### src/rtl/uart_tx_buffer.sv
// -----------------------------------------------------------------------------
// uart_tx_buffer
//
// Byte FIFO in front of a UART transmitter. Upstream bytes are queued in a
// DEPTH-entry buffer. A small FSM pops one byte at a time into the o_tx_data
// register, pulses o_tx_start for one cycle, and waits for i_tx_done before
// it moves to the next byte.
//
// Write handshake: a byte is accepted on any rising i_clk edge where
// i_wr_valid and o_wr_ready are both 1. o_wr_ready is !o_full and depends
// only on registered state. A pop in the same cycle does not open a slot
// for a write while the buffer is full. The upstream side must hold
// i_wr_valid and i_wr_data stable until it sees the accepting edge.
//
// Ports
//   i_clk        system clock, rising-edge active
//   i_aresetn    asynchronous active-low reset
//   i_wr_valid   upstream byte valid
//   i_wr_data    upstream byte
//   o_wr_ready   buffer can accept a byte (!o_full)
//   i_clear      synchronous flush of queued bytes (not the in-flight byte)
//   o_tx_start   one-cycle start pulse to the transmitter
//   o_tx_data    byte presented to the transmitter
//   i_tx_done    transmitter finished the current byte
//   o_count      bytes queued, excluding the in-flight byte
//   o_empty      o_count == 0
//   o_full       o_count == DEPTH
//   o_state      debug view of the FSM state (0=IDLE, 1=START, 2=WAIT_DONE)
// -----------------------------------------------------------------------------
module uart_tx_buffer #(
  parameter int DEPTH = 16  // power of two, 2..256
) (
  input  logic                     i_clk,
  input  logic                     i_aresetn,
  input  logic                     i_wr_valid,
  input  logic [7:0]               i_wr_data,
  output logic                     o_wr_ready,
  input  logic                     i_clear,
  output logic                     o_tx_start,
  output logic [7:0]               o_tx_data,
  input  logic                     i_tx_done,
  output logic [$clog2(DEPTH):0]   o_count,
  output logic                     o_empty,
  output logic                     o_full,
  output logic [1:0]               o_state
);

  localparam int AW = $clog2(DEPTH);
  localparam int CW = AW + 1;

  typedef enum logic [1:0] {
    IDLE      = 2'd0,
    START     = 2'd1,
    WAIT_DONE = 2'd2
  } state_t;

  state_t          state_q, state_d;
  logic [AW-1:0]   wr_ptr_q, wr_ptr_d;
  logic [AW-1:0]   rd_ptr_q, rd_ptr_d;
  logic [CW-1:0]   count_q, count_d;
  logic [7:0]      tx_data_q, tx_data_d;

  // Storage is deliberately not reset.
  logic [7:0]      mem [DEPTH];

  logic            full;
  logic            empty;
  logic            wr_en;
  logic            pop;

  assign full  = (count_q == CW'(DEPTH));
  assign empty = (count_q == '0);
  assign wr_en = i_wr_valid && !full;

  // ---------------------------------------------------------------------------
  // FSM next state, pop decision and output data register
  // ---------------------------------------------------------------------------
  always_comb begin
    state_d   = state_q;
    tx_data_d = tx_data_q;
    pop       = 1'b0;
    case (state_q)
      IDLE: begin
        if (!empty) begin
          pop     = 1'b1;
          state_d = START;
        end
      end
      START: begin
        // i_tx_done is ignored here; the transmitter has not started yet.
        state_d = WAIT_DONE;
      end
      WAIT_DONE: begin
        if (i_tx_done) begin
          if (!empty) begin
            pop     = 1'b1;
            state_d = START;
          end else begin
            state_d = IDLE;
          end
        end
      end
      default: begin
        state_d = IDLE;
      end
    endcase
    if (pop) begin
      tx_data_d = mem[rd_ptr_q];
    end
  end

  // ---------------------------------------------------------------------------
  // Pointer and occupancy update. A clear wins over a write and over the
  // queue side of a pop. The FSM still loads the popped byte, so a
  // transmission that starts on the clear edge is not lost.
  // ---------------------------------------------------------------------------
  always_comb begin
    wr_ptr_d = wr_ptr_q;
    rd_ptr_d = rd_ptr_q;
    count_d  = count_q;
    if (i_clear) begin
      wr_ptr_d = '0;
      rd_ptr_d = '0;
      count_d  = '0;
    end else begin
      if (wr_en) begin
        wr_ptr_d = wr_ptr_q + AW'(1);
      end
      if (pop) begin
        rd_ptr_d = rd_ptr_q + AW'(1);
      end
      case ({wr_en, pop})
        2'b10:   count_d = count_q + CW'(1);
        2'b01:   count_d = count_q - CW'(1);
        default: count_d = count_q;
      endcase
    end
  end

  always_ff @(posedge i_clk or negedge i_aresetn) begin
    if (!i_aresetn) begin
      state_q   <= IDLE;
      wr_ptr_q  <= '0;
      rd_ptr_q  <= '0;
      count_q   <= '0;
      tx_data_q <= 8'h00;
    end else begin
      state_q   <= state_d;
      wr_ptr_q  <= wr_ptr_d;
      rd_ptr_q  <= rd_ptr_d;
      count_q   <= count_d;
      tx_data_q <= tx_data_d;
    end
  end

  always_ff @(posedge i_clk) begin
    if (wr_en && !i_clear) begin
      mem[wr_ptr_q] <= i_wr_data;
    end
  end

  assign o_wr_ready = !full;
  assign o_full     = full;
  assign o_empty    = empty;
  assign o_count    = count_q;
  assign o_tx_start = (state_q == START);
  assign o_tx_data  = tx_data_q;
  assign o_state    = state_q;

endmodule

### config.mk
export PLATFORM = sky130hd
export DESIGN_NAME = uart_tx_buffer
export DESIGN_NICKNAME = d
export VERILOG_FILES = /design/src/rtl/uart_tx_buffer.sv
export SDC_FILE = /design/constraint.sdc
export NUM_CORES = 1
export LEC_CHECK = 0
export BUFFER_PORTS_ARGS = -buffer_cell sky130_fd_sc_hd__buf_4
export CAP_MARGIN = 40
export CORE_UTILIZATION = 45
export CTS_BUF_LIST = sky130_fd_sc_hd__clkbuf_2 sky130_fd_sc_hd__clkbuf_4 sky130_fd_sc_hd__clkbuf_8
export DETAILED_ROUTE_END_ITERATION = 10
export SETUP_SLACK_MARGIN = 0.02
export SLEW_MARGIN = 15
export SYNTH_ARGS = -nofsm -noshare
export SYNTH_HDL_FRONTEND = slang
export SYNTH_SLANG_ARGS = --single-unit
### constraint.sdc
create_clock -name i_clk -period 2.97 [get_ports i_clk]
set_input_delay 0.4455 -clock i_clk [delete_from_list [all_inputs] [get_ports i_clk]]
set_output_delay 0.4455 -clock i_clk [all_outputs]
set_load 0.05 [all_outputs]
==> Word level (Yosys, flattened, before mapping) <==
Memories as Yosys holds them, arrays and structs flattened. A register that Yosys moved wholly into a read port is not among the register bits.
Cells that the tools add are included.
{ "op_classes": {"n_mux": 15, "eq_ne": 7, "reduce_logical": 11, "addsub": 4} }
{ "ops": {"columns": ["operator", "n"], "rows": [
  ["two-way mux 4 bit", 4],
  ["one-hot mux 5 bit (2 select lines)", 1],
  ["adder 4 x 1 -> 4 bit (second input constant)", 2],
  ["one-hot mux 2 bit (3 select lines)", 1],
  ["adder 5 x 1 -> 5 bit (second input constant)", 1],
  ["== test 5 bit (second input constant)", 1],
  ["zero test 5 bit", 1],
  ["two-way mux 1 bit", 5],
  ["two-way mux 5 bit", 1],
  ["subtractor 5 x 1 -> 5 bit (second input constant)", 1],
  ["== test 2 x 1 -> 1 bit (second input constant)", 2],
  ["== test 2 bit (second input constant)", 2],
  ["two-way mux 2 bit", 2],
  ["inequality test 2 bit (second input constant)", 2],
  ["nonzero test 2 bit", 2],
  ["zero test 1 bit", 3],
  ["nonzero test 3 bit", 1],
  ["logical AND 1 bit", 2],
  ["zero test 2 bit", 1],
  ["one-hot mux 1 bit (2 select lines)", 1],
  ["AND reduction 2 bit", 1]
]} }
{ "word_totals": {"n_memories": 1, "in_bits": 13, "regBits": 15, "ram_bits": 128, "out_inout_bits": 19} }
{ "memory_table": {"columns": ["name", "depth", "width", "rd", "rd_clocked_by_memory_dff", "write_ports", "line", "text"], "rows": [
  ["mem", 16, 8, 1, 1, 1, "64", "logic [7:0] mem [DEPTH];"]
]} }

==> Logic depth before layout (Yosys ltp) <==
{ "logic_depth": {"depth_word": 7, "mapped_depth": 11, "depth_no_buf": 10} }

==> Worst setup path before layout <==
OpenSTA, ideal clock, no wires.
{ "synth_timing": {"path_kind": "register -> register", "start": "register count_q[4], in the netlist o_count[4]", "end": "register count_q[4], in the netlist o_count[4]", "t_required_ns": 2.884, "period_less_slack_ns": 2.856, "t_arrival_ns": 2.770, "path_stages_with_launch": 11, "setup_slack_ns": 0.114, "path_cell_list": "dfrtp_1 > inv_2 > a221oi_4 > clkbuf_1 > nand2_1 > fa_1 > nor2b_1 > o21ai_0 > a211oi_1 > nor3_1 > nor3_1"} }
{ "synth_between": {"elab_chain_len": 7, "elab_cells_between_ends": 14, "cone_classes": "2 x add/sub; 3 x eq/ne; 5 x mux; 4 x reduce/logical"} }
{ "synth_rtl": {"columns": ["element", "line", "text"], "rows": [
  ["start: declaration", "60", "logic [CW-1:0] count_q, count_d;"],
  ["start signal: assignment", "151", "count_q <= count_d;"],
  ["zero test 5 bit", "72", "assign empty = (count_q == '0);"],
  ["two-way mux 1 bit", "84, 95", null],
  ["two-way mux 1 bit", "94", "if (i_tx_done) begin"],
  ["one-hot mux 1 bit (2 select lines)", "82", "case (state_q)"],
  ["== test 2 x 1 -> 1 bit or == test 2 bit (tied branches)", "132", "case ({wr_en, pop})"],
  ["one-hot mux 5 bit (2 select lines)", "132", null],
  ["two-way mux 5 bit", "121", "if (i_clear) begin"]
]} }
Several ways; a longest one is shown, not always the timed one.
A chain may end at the register's enable or synchronous reset.

==> Worst setup path in the final report <==
{ "layout_timing": {"start": "register count_q[0], in the netlist o_count[0]", "end": "register count_q[4], in the netlist o_count[4]"} }
Same word-level chain as after synthesis.

==> metrics.txt <==
worst-skew pair later-pin latency=0.43 ns; DP HPWL=7.772 mm; critical path startpoint category=flop; placed cell count=538; Worst Tran Pin Value=0.5708 ns; CTS H-tree depth=4; Finished Layout Cells=571; diode count=0; final setup fails=0; Max Clk Rate=376.8 MHz; TritonCTS clock tree=built; Buffers on Ports=31; Mapped Area=6131 µm²; Routed Antenna Nets=0; die area=14090 µm²; Required @ worst endpoint=3.32 ns; CTS Buf Count=17; vias per std cell=5.476; chip width=118.7 µm; top cells by area, synth=edfxtp_1 (63%), mux4_2 (12%), dfrtp_1 (9.4%), ha_1 (1.6%), o22ai_1 (1.6%); Hold/Removal Path Class=input port to flop; All-Layer GR Usage=19.13%; maxcap violations=0; Sink Count=151; crit path DAT=3.01 ns; Post-synth EDFFs=128; count leader, synth=edfxtp_1; Initial DRC Count=231; area share of the largest cell type after synthesis=62.69%; clock slew at reported path FFs=0.08 ns; top-level I/O count=32; syn_area_per_cell=18.52 µm²; Syn. warnings=0; Final period util=89.36%; NumNets Final=404; M2 GR Usage=29.93%; antenna violations before repair=0; crit end category=flop; die height=118.7 µm; P_leak=2.420 nW; first-pass GRT wire length=19.18 mm; status=complete, no violations; met3 usage=4.778%; Tmin final=2.654 ns; share of cells above drive strength 1=32.41%; Avg WL per Cell=21.15 µm; fin. max-slew vios=0; # DRC=0; register area share after synthesis=72.08%; vias in the first global route=3304; routed via count=3127; synthesized flop and latch total=151; critical path type=flop to flop; setup_tns=0 ns; Max rail drop VDD=0.4693 mV; fillcell total=1073; Post-synth top cells=edfxtp_1 (128), mux4_2 (32), dfrtp_1 (23); GRT overflow=0; PD cells=870.5 nW/µm²; starting density of the core=46.30%; largest net degree at the start of global routing=34; Top FF cell, synth=edfxtp_1; row cnt=42; clock tree buffer depth=2; busiest grt layer=met2; Synth async-reset ratio=15.23%; Placer Congestion=0.8042; dominant cell type by area after synthesis=edfxtp_1; met1 usage=26.81%; RSZ-0062 raised after global routing=false; core box area=13240 µm²; clk root buf=clkbuf_8; Syn Inst Count=331; final WL=12.08 mm; peak fanout along the critical path=7; synth unique cells=41; Max-slew headroom=61.63%; Worst Skew=0.008250 ns; drt first pass iters=4; Synth Net Count=353; Hold Fails Final Rpt=0; Area Overhead vs Synth=15.43%
## timing repair
item,4_1_cts,5_1_grt
hold buffers,1,0
hold endpoints to repair,23,0
resized for setup,0,0
setup buffers,0,0
## critical path: stages, from the launching register on
cell and delay [ns]:
dfrtp_1 0.46, or4_4 0.57, o21ai_4 0.20, nand2_1 0.11, fa_1 0.42, nor2b_1 0.11
o21ai_0 0.11, a211oi_1 0.33, nor3_1 0.09, nor3_1 0.17
## flip-flops by register name, summed over array words and instances, names as in the netlist
name / count
wr_ptr_q: 4
o_state: 2
o_tx_data: 8
o_count: 5
rd_ptr_q: 4
mem: 128
## layer usage
metal | up-vias | part of all wire (%) | routed length (µm)
li1 | 1415 | - | -
met1 | 1628 | 46 | 5595
met2 | 73 | 48 | 5828
met3 | 11 | 4.4 | 530
met4 | 0 | 1.0 | 122
met5 | - | 0 | 0
## per-stage QoR
step           hold slack [ns]  util (%)  cell area, µm²  setup slack [ns]  total power, W
2_1_floorplan           0.1499         -            6131            0.1138        0.004060
3_3_place_gp            0.3664     49.84            6600            0.4101        0.004559
3_5_place_dp            0.3681     50.24            6653            0.3291        0.004586
4_1_cts                 0.2987     53.44            7077            0.3133        0.006206
5_1_grt                 0.3055     53.44            7077            0.1083        0.006435
6_report                0.3251     53.44            7077            0.3159        0.006160
## final timing paths
kind | start | endpoint | slack [ns] | cells past startpoint
worst min-delay path | i_wr_data[7] | mem[15][7] | 0.33 | 1
max in group asynchronous | i_aresetn | rd_ptr_q[1] | 2.26 | 2
worst min register to register | o_tx_data[5] | o_tx_data[5] | 0.59 | 2
worst max-delay path | o_count[0] | o_count[4] | 0.32 | 9
worst max register to register | o_count[0] | o_count[4] | 0.32 | 9
min in group asynchronous | i_aresetn | o_count[0] | 0.45 | 2
## layout make-up
| cell class | count | area (µm²) | area share (%) |
|---|---|---|---|
| clock buffer | 20 | 256.5 | 3.624 |
| inverter | 10 | 37.54 | 0.5304 |
| tap | 176 | 220.2 | 3.112 |
| timing repair buffer | 50 | 377.9 | 5.339 |
| sequential | 151 | 4420 | 62.46 |
| clock inverter | 12 | 157.7 | 2.228 |
| multi-input combinational | 152 | 1607 | 22.70 |
## power breakdown
part,internal (W),switching [W]
clock network,0.000926,0.000711
logic,0.000759,0.00118
registers,0.00245,0.000141
## kinds of logic after synthesis
| family | count (synthesis) | share of synthesized area [%] |
|---|---|---|
| multiplexers | 43 | 13.71 |
| XOR/XNOR | 9 | 1.408 |
| buffers and inverters | 28 | 2.020 |
| adder cells (fa/ha/maj) | 9 | 1.959 |
| AO/OA/AOI/OAI | 34 | 3.837 |
| flip-flops | 151 | 72.08 |
| AND/OR/NAND/NOR | 57 | 4.980 |
## layout by cell type, fill, tap and decap left out, drive strengths merged, types with 2 or more instances in the layout
cell,count
xnor2,5
clkinvlp,2
edfxtp,128
buf,49
nand2,8
a21oi,10
nor2b,2
inv,10
mux2,8
and3,4
nor3b,4
xor2,4
nor4,4
mux4,32
nand3b,2
bufinv,4
o21ai,2
nor2,21
clkbuf,20
a211oi,2
nor3,4
ha,8
clkinv,6
o22ai,16
or2,2
nand4,2
dfrtp,23
mux2i,3
No activity file was read; power rests on OpenSTA's default activity.
